## config.mk

```make
export PLATFORM = sky130hd
export DESIGN_NAME = muldiv_sequencer
export DESIGN_NICKNAME = d
export VERILOG_FILES = /design/src/rtl/common.sv /design/src/rtl/muldiv_datapath.sv /design/src/rtl/muldiv_sequencer.sv
export SDC_FILE = /design/constraint.sdc
export NUM_CORES = 1
export LEC_CHECK = 0
export ABC_AREA = 1
export CORE_ASPECT_RATIO = 1.25
export CORE_UTILIZATION = 40
export CTS_CLUSTER_SIZE = 28
export DETAILED_ROUTE_END_ITERATION = 10
export GPL_TIMING_DRIVEN = 0
export SYNTH_ARGS = -nofsm -noshare
export SYNTH_HDL_FRONTEND = slang
export SYNTH_SLANG_ARGS = --single-unit
```

## constraint.sdc

```tcl
create_clock -name clk -period 3.2 [get_ports clk]
set_clock_uncertainty 0.2 [all_clocks]
set_input_delay 0.48 -clock clk [delete_from_list [all_inputs] [get_ports clk]]
set_output_delay 0.48 -clock clk [all_outputs]
set_load 0.02 [all_outputs]
```

## src/rtl/common.sv

```systemverilog
// Shared types for the execute stage: M-extension op codes, sequencer states
// and the decoded control word that carries is_muldiv into EX.
package common;

  typedef enum logic [2:0] {
    MUL    = 3'd0,
    MULH   = 3'd1,
    MULHSU = 3'd2,
    MULHU  = 3'd3,
    DIV    = 3'd4,
    DIVU   = 3'd5,
    REM    = 3'd6,
    REMU   = 3'd7
  } muldiv_op_t;

  typedef enum logic [1:0] {
    IDLE = 2'd0,
    CALC = 2'd1,
    FIX  = 2'd2
  } muldiv_state_t;

  // is_muldiv is routed to the sequencer start input while the instruction is in EX.
  typedef struct packed {
    logic reg_write;
    logic mem_read;
    logic mem_write;
    logic branch;
    logic is_muldiv;
  } control_type;

  function automatic logic op_is_div(input muldiv_op_t op);
    return op[2];
  endfunction

endpackage

```

## src/rtl/muldiv_datapath.sv

```systemverilog
// Accumulator, shift-add / restoring-divide step and final sign fix-up for the
// RV32M sequencer. Operands are held as magnitudes; sign is restored in FIX.
module muldiv_datapath
  import common::*;
#(
  parameter int XLEN = 32
) (
  input  logic            clk,
  input  logic            reset_n,
  input  logic            load,
  input  logic            step,
  input  logic            commit,
  input  muldiv_op_t      op,
  input  logic [XLEN-1:0] operand_a,
  input  logic [XLEN-1:0] operand_b,
  output logic            special,
  output logic [XLEN-1:0] result
);

  localparam logic [XLEN-1:0] MIN_NEG = {1'b1, {(XLEN-1){1'b0}}};

  muldiv_op_t        op_q;
  logic [2*XLEN-1:0] acc_q;
  logic [XLEN-1:0]   opnd_q;
  logic              neg_q;
  logic              special_q;

  logic              a_signed, b_signed, a_neg, b_neg;
  logic              div_zero, div_ovf;
  logic [XLEN-1:0]   a_mag, b_mag, special_val;

  logic [XLEN:0]     mul_sum;
  logic [XLEN:0]     rem_shift;
  logic [XLEN-1:0]   rem_diff;
  logic              rem_ge;
  logic [2*XLEN-1:0] mul_next, div_next, prod;
  logic [XLEN-1:0]   fix_val;

  function automatic logic [XLEN-1:0] negate(input logic [XLEN-1:0] v);
    return ~v + 1'b1;
  endfunction

  function automatic logic [2*XLEN-1:0] negate_wide(input logic [2*XLEN-1:0] v);
    return ~v + 1'b1;
  endfunction

  // Operand decode at acceptance
  always_comb begin
    a_signed = (op == MULH) || (op == MULHSU) || (op == DIV) || (op == REM);
    b_signed = (op == MULH) || (op == DIV) || (op == REM);
    a_neg    = a_signed & operand_a[XLEN-1];
    b_neg    = b_signed & operand_b[XLEN-1];
    a_mag    = a_neg ? negate(operand_a) : operand_a;
    b_mag    = b_neg ? negate(operand_b) : operand_b;
    div_zero = op_is_div(op) && (operand_b == '0);
    div_ovf  = ((op == DIV) || (op == REM)) && (operand_a == MIN_NEG) && (operand_b == '1);
    special  = div_zero | div_ovf;
    if ((op == REM) || (op == REMU)) begin
      special_val = div_zero ? operand_a : '0;
    end else begin
      special_val = div_zero ? '1 : MIN_NEG;
    end
  end

  // Iteration step: multiply keeps {partial product, multiplier}, divide keeps {remainder, quotient}
  always_comb begin
    mul_sum   = {1'b0, acc_q[2*XLEN-1:XLEN]} + (acc_q[0] ? {1'b0, opnd_q} : '0);
    mul_next  = {mul_sum, acc_q[XLEN-1:1]};
    rem_shift = {acc_q[2*XLEN-1:XLEN], acc_q[XLEN-1]};
    rem_ge    = rem_shift >= {1'b0, opnd_q};
    rem_diff  = rem_shift[XLEN-1:0] - opnd_q;
    div_next  = {(rem_ge ? rem_diff : rem_shift[XLEN-1:0]), acc_q[XLEN-2:0], rem_ge};
  end

  // FIX stage: sign restore and result select
  always_comb begin
    prod    = neg_q ? negate_wide(acc_q) : acc_q;
    fix_val = prod[XLEN-1:0];
    case (op_q)
      MUL:                  fix_val = prod[XLEN-1:0];
      MULH, MULHSU, MULHU:  fix_val = prod[2*XLEN-1:XLEN];
      DIV, DIVU:            fix_val = neg_q ? negate(acc_q[XLEN-1:0]) : acc_q[XLEN-1:0];
      REM, REMU:            fix_val = neg_q ? negate(acc_q[2*XLEN-1:XLEN]) : acc_q[2*XLEN-1:XLEN];
      default:              fix_val = prod[XLEN-1:0];
    endcase
    if (special_q) begin
      fix_val = acc_q[XLEN-1:0];
    end
  end

  always_ff @(posedge clk or negedge reset_n) begin
    if (!reset_n) begin
      op_q      <= MUL;
      acc_q     <= '0;
      opnd_q    <= '0;
      neg_q     <= 1'b0;
      special_q <= 1'b0;
      result    <= '0;
    end else begin
      if (load) begin
        op_q      <= op;
        special_q <= special;
        neg_q     <= ((op == REM) || (op == REMU)) ? a_neg : (a_neg ^ b_neg);
        if (special) begin
          acc_q <= {{XLEN{1'b0}}, special_val};
        end else if (op_is_div(op)) begin
          acc_q  <= {{XLEN{1'b0}}, a_mag};
          opnd_q <= b_mag;
        end else begin
          acc_q  <= {{XLEN{1'b0}}, b_mag};
          opnd_q <= a_mag;
        end
      end else if (step) begin
        acc_q <= op_is_div(op_q) ? div_next : mul_next;
      end
      if (commit) begin
        result <= fix_val;
      end
    end
  end

endmodule

```

## src/rtl/muldiv_sequencer.sv

```systemverilog
// RV32M multiply/divide sequencer: FSM, iteration counter and pipeline
// handshake around muldiv_datapath. Result is valid in the single done cycle.
module muldiv_sequencer
  import common::*;
#(
  parameter int XLEN = 32
) (
  input  logic            clk,
  input  logic            reset_n,
  input  logic            start,
  input  muldiv_op_t      op,
  input  logic [XLEN-1:0] operand_a,
  input  logic [XLEN-1:0] operand_b,
  input  logic            flush,
  output logic            stall,
  output logic            busy,
  output logic            done,
  output logic [XLEN-1:0] result
);

  localparam int              CNT_W    = $clog2(XLEN);
  localparam logic [CNT_W-1:0] CNT_LAST = CNT_W'(XLEN - 1);

  muldiv_state_t    state_q, state_d;
  logic [CNT_W-1:0] count_q, count_d;
  logic             done_q;
  logic             accept, step, commit, special;

  // A start seen while done is high is the retiring instruction, not a new one.
  always_comb begin
    state_d = state_q;
    count_d = count_q;
    accept  = 1'b0;
    step    = 1'b0;
    commit  = 1'b0;
    case (state_q)
      IDLE: begin
        if (start && !flush && !done_q) begin
          accept  = 1'b1;
          count_d = CNT_LAST;
          state_d = special ? FIX : CALC;
        end
      end
      CALC: begin
        step    = !flush;
        count_d = count_q - 1'b1;
        if (count_q == '0) begin
          state_d = FIX;
        end
      end
      FIX: begin
        commit  = !flush;
        state_d = IDLE;
      end
      default: state_d = IDLE;
    endcase
    if (flush) begin
      state_d = IDLE;
    end
  end

  always_ff @(posedge clk or negedge reset_n) begin
    if (!reset_n) begin
      state_q <= IDLE;
      count_q <= '0;
      done_q  <= 1'b0;
    end else begin
      state_q <= state_d;
      count_q <= count_d;
      done_q  <= commit;
    end
  end

  assign busy  = (state_q != IDLE);
  assign done  = done_q;
  assign stall = (start & ~done_q) | busy;

  muldiv_datapath #(
    .XLEN (XLEN)
  ) u_datapath (
    .clk       (clk),
    .reset_n   (reset_n),
    .load      (accept),
    .step      (step),
    .commit    (commit),
    .op        (op),
    .operand_a (operand_a),
    .operand_b (operand_b),
    .special   (special),
    .result    (result)
  );

endmodule

```

==> impl_metrics.toml <==
[layout]
postLayoutCellArea_sq_um = 20900
area_delta_synth_final_pct = 13.5
final_cell_mix = "nand2_1, nor2_1, inv_1"
finalCoreUtilization_pct = 46.1
antenna_cells = 0
nNetsFinal = 3582
drive_gt1_share_pct = 6.09
final_common_cell = "nand2_1"

[floorplan]
core-area_sq_um = 45300
die_width_microns = 194
die_area_sq_um = 46800
io_pins = 106
die_y_microns = 242
num_rows = 87
initial_core_util_pct = 40.6

[status]
status = "finished, violations left"
violations = "DRC"

[drt]
wl_per_cell_microns = 22.9
wirelength_microns = 92300
drt_iter0_markers = 2333
vias = 23200
drt_first_pass_iters = 10
ant_nets = 0
routed_via_density = 5.75
drc_errors = 1

[worst_setup_path]
crit_path_end_kind = "register"
required_ps = 3340
arrival_ps = 3280
crit_fanout = 10
cp-start-kind = "register"
crit_type = "register to register"

[timing]
setup-violations-final = 0
rsz0062_at_grt = "no"
tightestPinTransition_ps = 1040
tns_ps = 0
fin_crit_sh_pct = 98.2
hold_viol_final = 0
fmax_ghz = 0.318
hold_ws_ps = 280
fin_crit_ps = 3140
slew_headroom_pct = 31.0
slew_viol_final = 0

[synthesis]
synth-edff-count = 0
synth_compound_area_share_pct = 15.5
yosys_most_used_dff = "dfrtp_1"
async_flop_share_pct = 100
synth-adder-area-share_pct = 5.05
ys_warn_count = 0
syn_avg_cell_area_sq_um = 5.56
yosys.area_share.simple_pct = 46.1
syn-num-nets = 3454
yosysSeqAreaShare_pct = 19.2
syn_area_sq_um = 18400
synth_cell_types = 56
synth-seq-cells = 141
synth_top_family_by_area = "simple AND/OR/NAND/NOR gates"
syn_inst = 3310
synthMuxAreaShare_pct = 0.0544
synth-xor-area-share_pct = 3.19

[clock_network]
cts_buffer_depth = 2
clock_latency_ps = 460
clk_pin_slew_ps = 60
cts_tree = "built"
cts_sinks = 141
cts_root_buf = "clkbuf_16"
htreeDepth = 4
cts_inserted_buffers = 17

[min_path]
holdCritPathClass = "register to register"

[flow_run]
drv_cap = 0

[grt]
overflow = 0
groute.usage.overall_pct = 38.7
antenna_found_initial = 0
grt_pass1_vias = 21600
grt_pass1_wl_microns = 135000
grt_max_degree = 94

[placed_design]
gp_congestion = 1.05
portBuffers = 105
detailed_place_hpwl_microns = 76500
dpl_cell_area_sq_um = 20200

[power]
p_leak_nw = 10.6
power.density_nw_per_um2 = 896
max-vdd-ir-drop_mv = 0.526
## final timing paths
path                                       start                     to  slack, ps  cells past startpoint
setup / recovery            u_datapath.acc_q[54]   u_datapath.acc_q[50]         60                     11
hold / removal             u_datapath.result[17]  u_datapath.result[17]        280                      2
setup reg to reg            u_datapath.acc_q[54]   u_datapath.acc_q[50]         60                     11
hold reg to reg            u_datapath.result[17]  u_datapath.result[17]        280                      2
max in group asynchronous                reset_n   u_datapath.acc_q[48]       1560                      3
min in group asynchronous                reset_n   u_datapath.acc_q[62]        330                      2
## metal layers
metal / part of all wire [%] / global-route usage (%)
met3: 8.2 / 6.50
met2: 45 / 62.8
met5: 0 / 0
met4: 6.7 / 22.9
met1: 40 / 48.1
## power breakdown
part	internal [mW]	switching, mW
logic	3.93	9.12
registers	2.49	1.17
clock network	1.15	0.861
total	7.57	11.1
## cells by family (layout without fill, tap and decap cells)
kind of cell,Yosys count,count (layout)
muxes,1,1
AOI/OAI and AO/OA,508,508
and+or+nand+nor,2011,2011
buffers and inverters,509,647
DFF,141,141
xor gates and xnor gates,67,67
adders and majority gates,73,73
## metrics by stage
| stage | power [mW] | instances | worst slack (ps) |
|---|---|---|---|
| 6_report | 18.7 | 4026 | 56.6 |
| 5_1_grt | 19.9 | 4026 | 6.77 |
| 4_1_cts | 18.2 | 4026 | 19.2 |
| 3_5_place_dp | 16.1 | 3994 | -591 |
| 3_3_place_gp | 16.1 | 3993 | -4530 |
| 2_1_floorplan | 11.3 | 3310 | 740 |
## critical path: stages (launching register included)
cell and delay (ps):
dfrtp_1 550, ha_1 480, nand2_1 140, nor2_1 210
nand2_1 150, nor2_1 220, nand2_4 150, nand2_8 170
buf_6 180, nand4_1 310, nand4_1 210, nand2_1 70
## cells in the mapped netlist, types with 6 or more instances
cell / count / area share, %
nand2_1: 1144 / 23
nor2_1: 389 / 7.9
inv_1: 383 / 7.8
nand3_1: 292 / 7.9
o21ai_0: 229 / 6.2
a21oi_1: 141 / 3.8
dfrtp_1: 141 / 19
ha_1: 71 / 4.8
nand4_1: 63 / 2.1
clkbuf_1: 59 / 1.2
xor2_1: 58 / 2.8
o21ai_1: 38 / 1.0
nor3_1: 33 / 0.90
buf_2: 29 / 0.79
nor2_2: 21 / 0.71
o211ai_1: 21 / 0.86
a31oi_1: 19 / 0.65
nand3b_1: 18 / 0.73
buf_1: 14 / 0.29
or2_2: 14 / 0.48
inv_2: 13 / 0.27
o211ai_2: 9 / 0.61
xnor2_1: 9 / 0.43
buf_6: 8 / 0.49
o21bai_1: 8 / 0.33
nand2_2: 7 / 0.24
nand3_2: 7 / 0.38
o21ai_2: 7 / 0.33
a21o_1: 6 / 0.24
nor2_4: 6 / 0.37
## final cells by class
cell class / instances / area (sq um)
fillers: 4997 / 24400
multi-input cells: 2660 / 12900
flip-flops and latches: 141 / 3550
inverters: 398 / 1490
repair buffers: 109 / 1100
well taps: 578 / 723
plain buffers: 111 / 528
clock buffers: 18 / 439
clock inverters: 11 / 121
## repair_timing
item                                   4_1_cts  5_1_grt
endpoints found under the hold margin       48        0
gates cloned                                 0        0
hold buffers                                 1        0
resized for setup                            8       40
setup endpoints to repair                   20       38
pin swaps                                    2        1
buffers inserted                             2        0
## registers in the layout, summed over array words and instances (netlist names)
name / flops
u_datapath.acc_q: 64
u_datapath.opnd_q: 32
u_datapath.result: 32
count_q: 5
u_datapath.op_q: 3
state_q: 2
done: 1
u_datapath.neg_q: 1
u_datapath.special_q: 1
(Power assumes the default switching activity.)
